--- config.mk ---
export PLATFORM = sky130hd
export DESIGN_NAME = uart_deframe_fifo
export DESIGN_NICKNAME = d
export VERILOG_FILES = /design/src/rtl/uart_pkg.sv /design/src/rtl/deframe_fifo.sv /design/src/rtl/uart_deframe_fifo.sv
export SDC_FILE = /design/constraint.sdc
export NUM_CORES = 1
export LEC_CHECK = 0
export CORE_ASPECT_RATIO = 2
export CORE_MARGIN = 1
export CORE_UTILIZATION = 45
export CTS_BUF_LIST = sky130_fd_sc_hd__clkbuf_16
export DETAILED_ROUTE_END_ITERATION = 7
export PLACE_DENSITY = 0.81
export SKIP_LAST_GASP = 1
export SLEW_MARGIN = 20
export SYNTH_ARGS = -nofsm -noshare
export SYNTH_HDL_FRONTEND = slang
export SYNTH_SLANG_ARGS = --single-unit
--- constraint.sdc ---
create_clock -name clock -period 3.1 [get_ports clock]
set_clock_uncertainty 0.15 [all_clocks]
set_input_delay 0.31 -clock clock [delete_from_list [all_inputs] [get_ports clock]]
set_output_delay 0.31 -clock clock [all_outputs]
set_load 0.1 [all_outputs]
--- src/rtl/uart_pkg.sv ---
// ---------------------------------------------------------------------------
// uart_pkg
// Shared definitions for the UART deframer with output FIFO.
//   PAR_NONE / PAR_ODD / PAR_EVEN : parity_type encodings (2'b11 also = none)
//   IDLE_BIT                      : value replicated onto raw_data when empty
//   cap_state_t                   : capture stage FSM states
//   stop_offset()                 : bit index of the first stop bit in a frame
// ---------------------------------------------------------------------------
package uart_pkg;

   localparam logic [1:0] PAR_NONE = 2'b00;
   localparam logic [1:0] PAR_ODD  = 2'b01;
   localparam logic [1:0] PAR_EVEN = 2'b10;

   localparam logic IDLE_BIT = 1'b1;

   typedef enum logic {S_IDLE, S_HELD} cap_state_t;

   // Frame layout is start, data, [parity], stop(s), LSB first.
   function automatic int stop_offset(input int data_width, input logic par_en);
      return data_width + 1 + (par_en ? 1 : 0);
   endfunction

endpackage

--- src/rtl/deframe_fifo.sv ---
// ---------------------------------------------------------------------------
// deframe_fifo
// Generic synchronous FIFO, WIDTH bits x DEPTH entries (DEPTH power of two).
// Ports:
//   clock, reset_n : rising-edge clock, asynchronous active-low reset
//   i_push, i_wdata: write request and data (ignored when full unless a pop
//                    happens in the same cycle)
//   i_pop          : read request (ignored when empty)
//   o_rdata        : head entry (combinational read of the head slot)
//   o_full, o_empty: status flags
//   o_level        : number of entries held
// ---------------------------------------------------------------------------
module deframe_fifo #(
   parameter int WIDTH = 10,
   parameter int DEPTH = 4,
   localparam int AW    = $clog2(DEPTH),
   localparam int LVL_W = $clog2(DEPTH) + 1
) (
   input  logic             clock,
   input  logic             reset_n,
   input  logic             i_push,
   input  logic [WIDTH-1:0] i_wdata,
   input  logic             i_pop,
   output logic [WIDTH-1:0] o_rdata,
   output logic             o_full,
   output logic             o_empty,
   output logic [LVL_W-1:0] o_level
);

   localparam logic [LVL_W-1:0] FULL_LVL = LVL_W'(DEPTH);

   logic [WIDTH-1:0] r_mem [DEPTH];
   logic [AW-1:0]    r_wr_ptr;
   logic [AW-1:0]    r_rd_ptr;
   logic [LVL_W-1:0] r_level;
   logic             w_do_push;
   logic             w_do_pop;

   assign o_full  = (r_level == FULL_LVL);
   assign o_empty = (r_level == '0);
   assign o_level = r_level;
   assign o_rdata = r_mem[r_rd_ptr];

   assign w_do_pop  = i_pop & ~o_empty;
   // A pop frees the slot in the same cycle, so a full FIFO still accepts.
   assign w_do_push = i_push & (~o_full | w_do_pop);

   always_ff @(posedge clock or negedge reset_n) begin
      if (!reset_n) begin
         r_wr_ptr <= '0;
         r_rd_ptr <= '0;
         r_level  <= '0;
      end else begin
         if (w_do_push) r_wr_ptr <= r_wr_ptr + 1'b1;
         if (w_do_pop)  r_rd_ptr <= r_rd_ptr + 1'b1;
         case ({w_do_push, w_do_pop})
            2'b10:   r_level <= r_level + 1'b1;
            2'b01:   r_level <= r_level - 1'b1;
            default: r_level <= r_level;
         endcase
      end
   end

   // Storage carries no reset; validity is tracked by the pointers/level.
   always_ff @(posedge clock) begin
      if (w_do_push) r_mem[r_wr_ptr] <= i_wdata;
   end

endmodule

--- src/rtl/uart_deframe_fifo.sv ---
// ---------------------------------------------------------------------------
// uart_deframe_fifo
// Registered UART deframer: captures a frame on the rising edge of
// recieved_flag, splits it into start/data/parity/stop, checks parity and
// framing, and buffers {data, parity_error, frame_error} in a DEPTH-entry
// FIFO drained through a valid/ready handshake.
// Optional feature macro: UART_DEFRAME_ERR_COUNT_EN (saturating err_count).
// Ports:
//   clock, reset_n   : rising-edge clock, asynchronous active-low reset
//   recieved_flag    : frame-ready level; 0->1 edge captures data_parll
//   data_parll       : frame, LSB first: start, data, [parity], stop(s)
//   parity_type      : 00/11 none, 01 odd, 10 even
//   err_clear        : pulse, clears overrun and err_count
//   out_ready        : consumer accepts head entry
//   out_valid        : head entry valid
//   raw_data         : head data (all ones when empty)
//   parity_error     : head parity mismatch (0 when empty)
//   frame_error      : head framing error (0 when empty)
//   overrun          : sticky, a frame was dropped on a full FIFO
//   fill_level       : entries held
//   err_count        : error counter (0 when the feature is disabled)
// ---------------------------------------------------------------------------
module uart_deframe_fifo
   import uart_pkg::*;
#(
   parameter int DATA_WIDTH = 8,
   parameter int STOP_BITS  = 1,
   parameter int DEPTH      = 4,
   localparam int FRAME_W   = 2 + DATA_WIDTH + STOP_BITS,
   localparam int LVL_W     = $clog2(DEPTH) + 1
) (
   input  logic                  clock,
   input  logic                  reset_n,
   input  logic                  recieved_flag,
   input  logic [FRAME_W-1:0]    data_parll,
   input  logic [1:0]            parity_type,
   input  logic                  err_clear,
   input  logic                  out_ready,
   output logic                  out_valid,
   output logic [DATA_WIDTH-1:0] raw_data,
   output logic                  parity_error,
   output logic                  frame_error,
   output logic                  overrun,
   output logic [LVL_W-1:0]      fill_level,
   output logic [15:0]           err_count
);

   localparam int OFF_PAR   = stop_offset(DATA_WIDTH, 1'b1);
   localparam int OFF_NOPAR = stop_offset(DATA_WIDTH, 1'b0);
   localparam int ENTRY_W   = DATA_WIDTH + 2;

   logic                  r_flag_d;
   logic                  w_capture;
   logic [DATA_WIDTH-1:0] w_data;
   logic                  w_par_en;
   logic [STOP_BITS-1:0]  w_stops;
   logic                  w_perr;
   logic                  w_ferr;

   cap_state_t            r_state;
   logic [DATA_WIDTH-1:0] r_stage_data;
   logic                  r_stage_perr;
   logic                  r_stage_ferr;

   logic                  w_push;
   logic                  w_full;
   logic                  w_empty;
   logic [ENTRY_W-1:0]    w_head;
   logic [LVL_W-1:0]      w_level;
   logic                  w_drop;
   logic                  w_wr_ok;
   logic                  r_overrun;

   // ---- edge detect and field checks ----
   assign w_capture = recieved_flag & ~r_flag_d;
   assign w_data    = data_parll[DATA_WIDTH:1];
   assign w_par_en  = (parity_type == PAR_ODD) || (parity_type == PAR_EVEN);
   // Without parity the stop field slides down one bit; the top bit is unused.
   assign w_stops   = w_par_en ? data_parll[OFF_PAR +: STOP_BITS]
                               : data_parll[OFF_NOPAR +: STOP_BITS];
   assign w_ferr    = data_parll[0] | ~(&w_stops);

   always_comb begin
      w_perr = 1'b0;
      case (parity_type)
         PAR_ODD:  w_perr = ~(^{w_data, data_parll[DATA_WIDTH+1]});
         PAR_EVEN: w_perr = ^{w_data, data_parll[DATA_WIDTH+1]};
         PAR_NONE: w_perr = 1'b0;
         default:  w_perr = 1'b0;
      endcase
   end

   always_ff @(posedge clock or negedge reset_n) begin
      if (!reset_n) r_flag_d <= 1'b0;
      else          r_flag_d <= recieved_flag;
   end

   // ---- capture stage ----
   // HELD always pushes on the next edge; a new capture in that same cycle
   // reloads the stage so back-to-back frames are never lost here.
   always_ff @(posedge clock or negedge reset_n) begin
      if (!reset_n) begin
         r_state      <= S_IDLE;
         r_stage_data <= '0;
         r_stage_perr <= 1'b0;
         r_stage_ferr <= 1'b0;
      end else begin
         if (w_capture) begin
            r_state      <= S_HELD;
            r_stage_data <= w_data;
            r_stage_perr <= w_perr;
            r_stage_ferr <= w_ferr;
         end else if (r_state == S_HELD) begin
            r_state <= S_IDLE;
         end
      end
   end

   assign w_push = (r_state == S_HELD);

   // ---- output FIFO ----
   deframe_fifo #(
      .WIDTH (ENTRY_W),
      .DEPTH (DEPTH)
   ) u_fifo (
      .clock   (clock),
      .reset_n (reset_n),
      .i_push  (w_push),
      .i_wdata ({r_stage_data, r_stage_perr, r_stage_ferr}),
      .i_pop   (out_ready),
      .o_rdata (w_head),
      .o_full  (w_full),
      .o_empty (w_empty),
      .o_level (w_level)
   );

   // Full implies non-empty, so out_ready alone means a pop will happen.
   assign w_drop  = w_push & w_full & ~out_ready;
   assign w_wr_ok = w_push & ~w_drop;

   always_ff @(posedge clock or negedge reset_n) begin
      if (!reset_n)       r_overrun <= 1'b0;
      else if (w_drop)    r_overrun <= 1'b1;
      else if (err_clear) r_overrun <= 1'b0;
   end

   assign out_valid    = ~w_empty;
   assign raw_data     = w_empty ? {DATA_WIDTH{IDLE_BIT}} : w_head[ENTRY_W-1:2];
   assign parity_error = ~w_empty & w_head[1];
   assign frame_error  = ~w_empty & w_head[0];
   assign overrun      = r_overrun;
   assign fill_level   = w_level;

`ifdef UART_DEFRAME_ERR_COUNT_EN
   logic        w_err_inc;
   logic [15:0] r_err_count;

   assign w_err_inc = (w_wr_ok & (r_stage_perr | r_stage_ferr)) | w_drop;

   always_ff @(posedge clock or negedge reset_n) begin
      if (!reset_n) begin
         r_err_count <= 16'd0;
      end else if (err_clear) begin
         r_err_count <= {15'd0, w_err_inc};
      end else if (w_err_inc && (r_err_count != 16'hFFFF)) begin
         r_err_count <= r_err_count + 16'd1;
      end
   end

   assign err_count = r_err_count;
`else
   assign err_count = 16'd0;
`endif

endmodule

==> flow_summary_export.csv <==
group,metric,value,unit
yosys,yosys-top-cells-count,"edfxtp_1 (40), nand2_1 (30), dfrtp_1 (20)",
sta,slew_headroom,37.5,%
sta,rsz0062_at_grt,"false",
floorplanning,start_util,46.8,%
placement,placed_area,2980,sq um
grt,grt_usage,16.4,%
setup_path,reg2reg_slack,0.72,ns
floorplanning,rows,39,
yosys,synth.top_cell.area_share,44.6,%
job,max_cap_viol_count,0,
run_status,status,"finished with violations",
finish,drive_gt1_share,18.0,%
yosys,ys_top_cells_by_area,"edfxtp_1 (45%), dfrtp_1 (19%), mux4_2 (5.9%)",
grt,grt.overflow.total,0,
sta,setup_viol,0,
route,vias,1398,
finish,final_nets,249,
cts,cts_buffers,9,
route,via_per_inst,4.84,
setup_path,arrival,2.21,ns
yosys,synth_area_leader_cell,"edfxtp_1",
route,wire_per_inst,14.9,um
setup_path,crit_required,2.64,ns
setup_path,crit_path_end_kind,"output port",
yosys,synth_edf_count,40,
route,wirelength,4.30,mm
cts,cts_setup_buffers,0,
yosys,synthArstFlopShare,33.3,%
yosys,ys_types,31,
sta,timing.fmax,375,MHz
route,drc,4,
finish,final_cell_area,3230,sq um
cts,cts_root_buf,"clkbuf_16",
floorplanning,pin_count,49,
placement,dp_slack,0.467,ns
placement,routabilityCongestion,0.685,
grt,antenna_found_initial,0,
cts,worstSkewPairLatency,0.32,ns
yosys,seq_area_frac_synth,63.2,%
sta,finalSetupTns,0,ns
yosys,syn_inst,184,
grt,grt_max_degree,21,
floorplanning,dieArea,6320,sq um
cts,cts_hold_buffers,0,
route,detail-route-antenna-nets,0,
yosys,synth_seq_cells,60,
run_status,violations,"design-rule violations",
yosys,synth_area,2690,sq um
setup_path,cp-start-kind,"flop",
floorplanning,die_y,111,um
sta,slew_viol_final,0,
cts,cts.repair.resized,0,
sta,finalWorstSetupSlack,0.431,ns
route,drt_first_pass_iters,6,
finish,antenna_cells,0,
grt,grt_pass1_vias,1473,
sta,hold_viol,0,
setup_path,criticalPathCategory,"flop to output port",
cts,path_clk_slew,0.05,ns
cts,htree_levels,3,
floorplanning,core,5760,sq um
yosys,synth.most_common_cell,"edfxtp_1",
yosys,yosysWarnings,0,
setup_path,cp_max_fo,11,
cts,clockBufferDepth,2,
placement,io_buffers,32,
yosys,synth_ff_type,"edfxtp_1",
grt,grt_pass1_wl,7.27,mm
cts,cts_tree,"done",
sta,worst_slew_pin_slew,0.935,ns
yosys,syn_area_per_cell,14.6,sq um
floorplanning,fp.dieW,56.7,um
finish,final_util,56.1,%
placement,dp_hpwl,3.18,mm
sta,period_share,86.1,%
finish,syn_to_final_growth,20.0,%
sta,min_period,2.67,ns
cts,clock_sinks,60,
finish,n_fill_cell,465,
min_path,hold_class,"input port to flop",
route,drt_iter0_drc,36,
==> path summary, 6_finish.rpt <==
kind                                           startpoint                       endpoint  cells after the start
min in group asynchronous                         reset_n  u_fifo.o_level[0]$_DFFE_PN0P_                      1
max in group asynchronous                         reset_n  u_fifo.o_level[2]$_DFFE_PN0P_                      1
setup reg to reg            u_fifo.o_level[0]$_DFFE_PN0P_  u_fifo.o_level[2]$_DFFE_PN0P_                      9
setup / recovery           u_fifo.r_rd_ptr[0]$_DFFE_PN0P_                    raw_data[5]                      4
hold reg to reg                         r_state$_DFF_PN0_            overrun$_DFFE_PN0P_                      2
hold / removal                              recieved_flag             r_flag_d$_DFF_PN0_                      1
==> stage by stage <==
stage                     std cells  hold WS (ns)
after floorplan                 199        -0.136
after global placement          273         0.338
after detailed placement        273         0.355
after CTS                       289         0.295
after global routing            289         0.312
final                           289         0.307
==> registers in the layout (all words and copies together), names as in the netlist <==
signal and cells:
u_fifo.r_rd_ptr 2, r_flag_d 1, r_stage_perr 1, r_stage_ferr 1, u_fifo.o_level 3, r_stage_data 8
u_fifo.r_wr_ptr 2, r_state 1, u_fifo.r_mem 40, overrun 1
==> metal layers <==
layer	GRT usage [%]	share of wire (%)
met1	16.7	36
met2	28.2	58
met3	5.23	3.8
met4	10.5	2.5
met5	0	0
==> layout by cell type (no fill, tap or decap), types with 7 or more instances in the layout <==
cell type and count:
clkdlybuf4s50_1 17, and2_1 7, buf_4 17, nand2_1 30
clkbuf_16 9, inv_1 14, conb_1 16, ha_1 7
mux4_2 7, edfxtp_1 40, dfrtp_1 17
==> critical path, cell delays in order (launching register included) <==
cell and delay, ns:
dfrtp_1 0.72, buf_4 0.23, mux4_2 0.49, or2_1 0.21, buf_4 0.23
==> layout make-up <==
| type | count | area [sq um] | area share, % |
|---|---|---|---|
| Sequential cell | 60 | 1710 | 52.8 |
| Inverter | 11 | 41.3 | 1.28 |
| Multi-Input combinational cell | 107 | 857 | 26.5 |
| Timing Repair Buffer | 34 | 298 | 9.22 |
| Tap cell | 61 | 76.3 | 2.36 |
| Clock buffer | 9 | 225 | 6.97 |
| Clock inverter | 7 | 27.5 | 0.852 |
==> cell families after synthesis <==
family | synth area share, %
AOI/OAI and AO/OA | 1.02
xor gates and xnor gates | 4.60
adders and majority gates | 4.00
buffers and inverters | 7.06
DFF | 63.2
muxes | 9.53
other | 0.139
and+or+nand+nor | 10.5
Power is not shown: default switching activity piles up to over one toggle a cycle in this logic, so the estimate is an artifact.
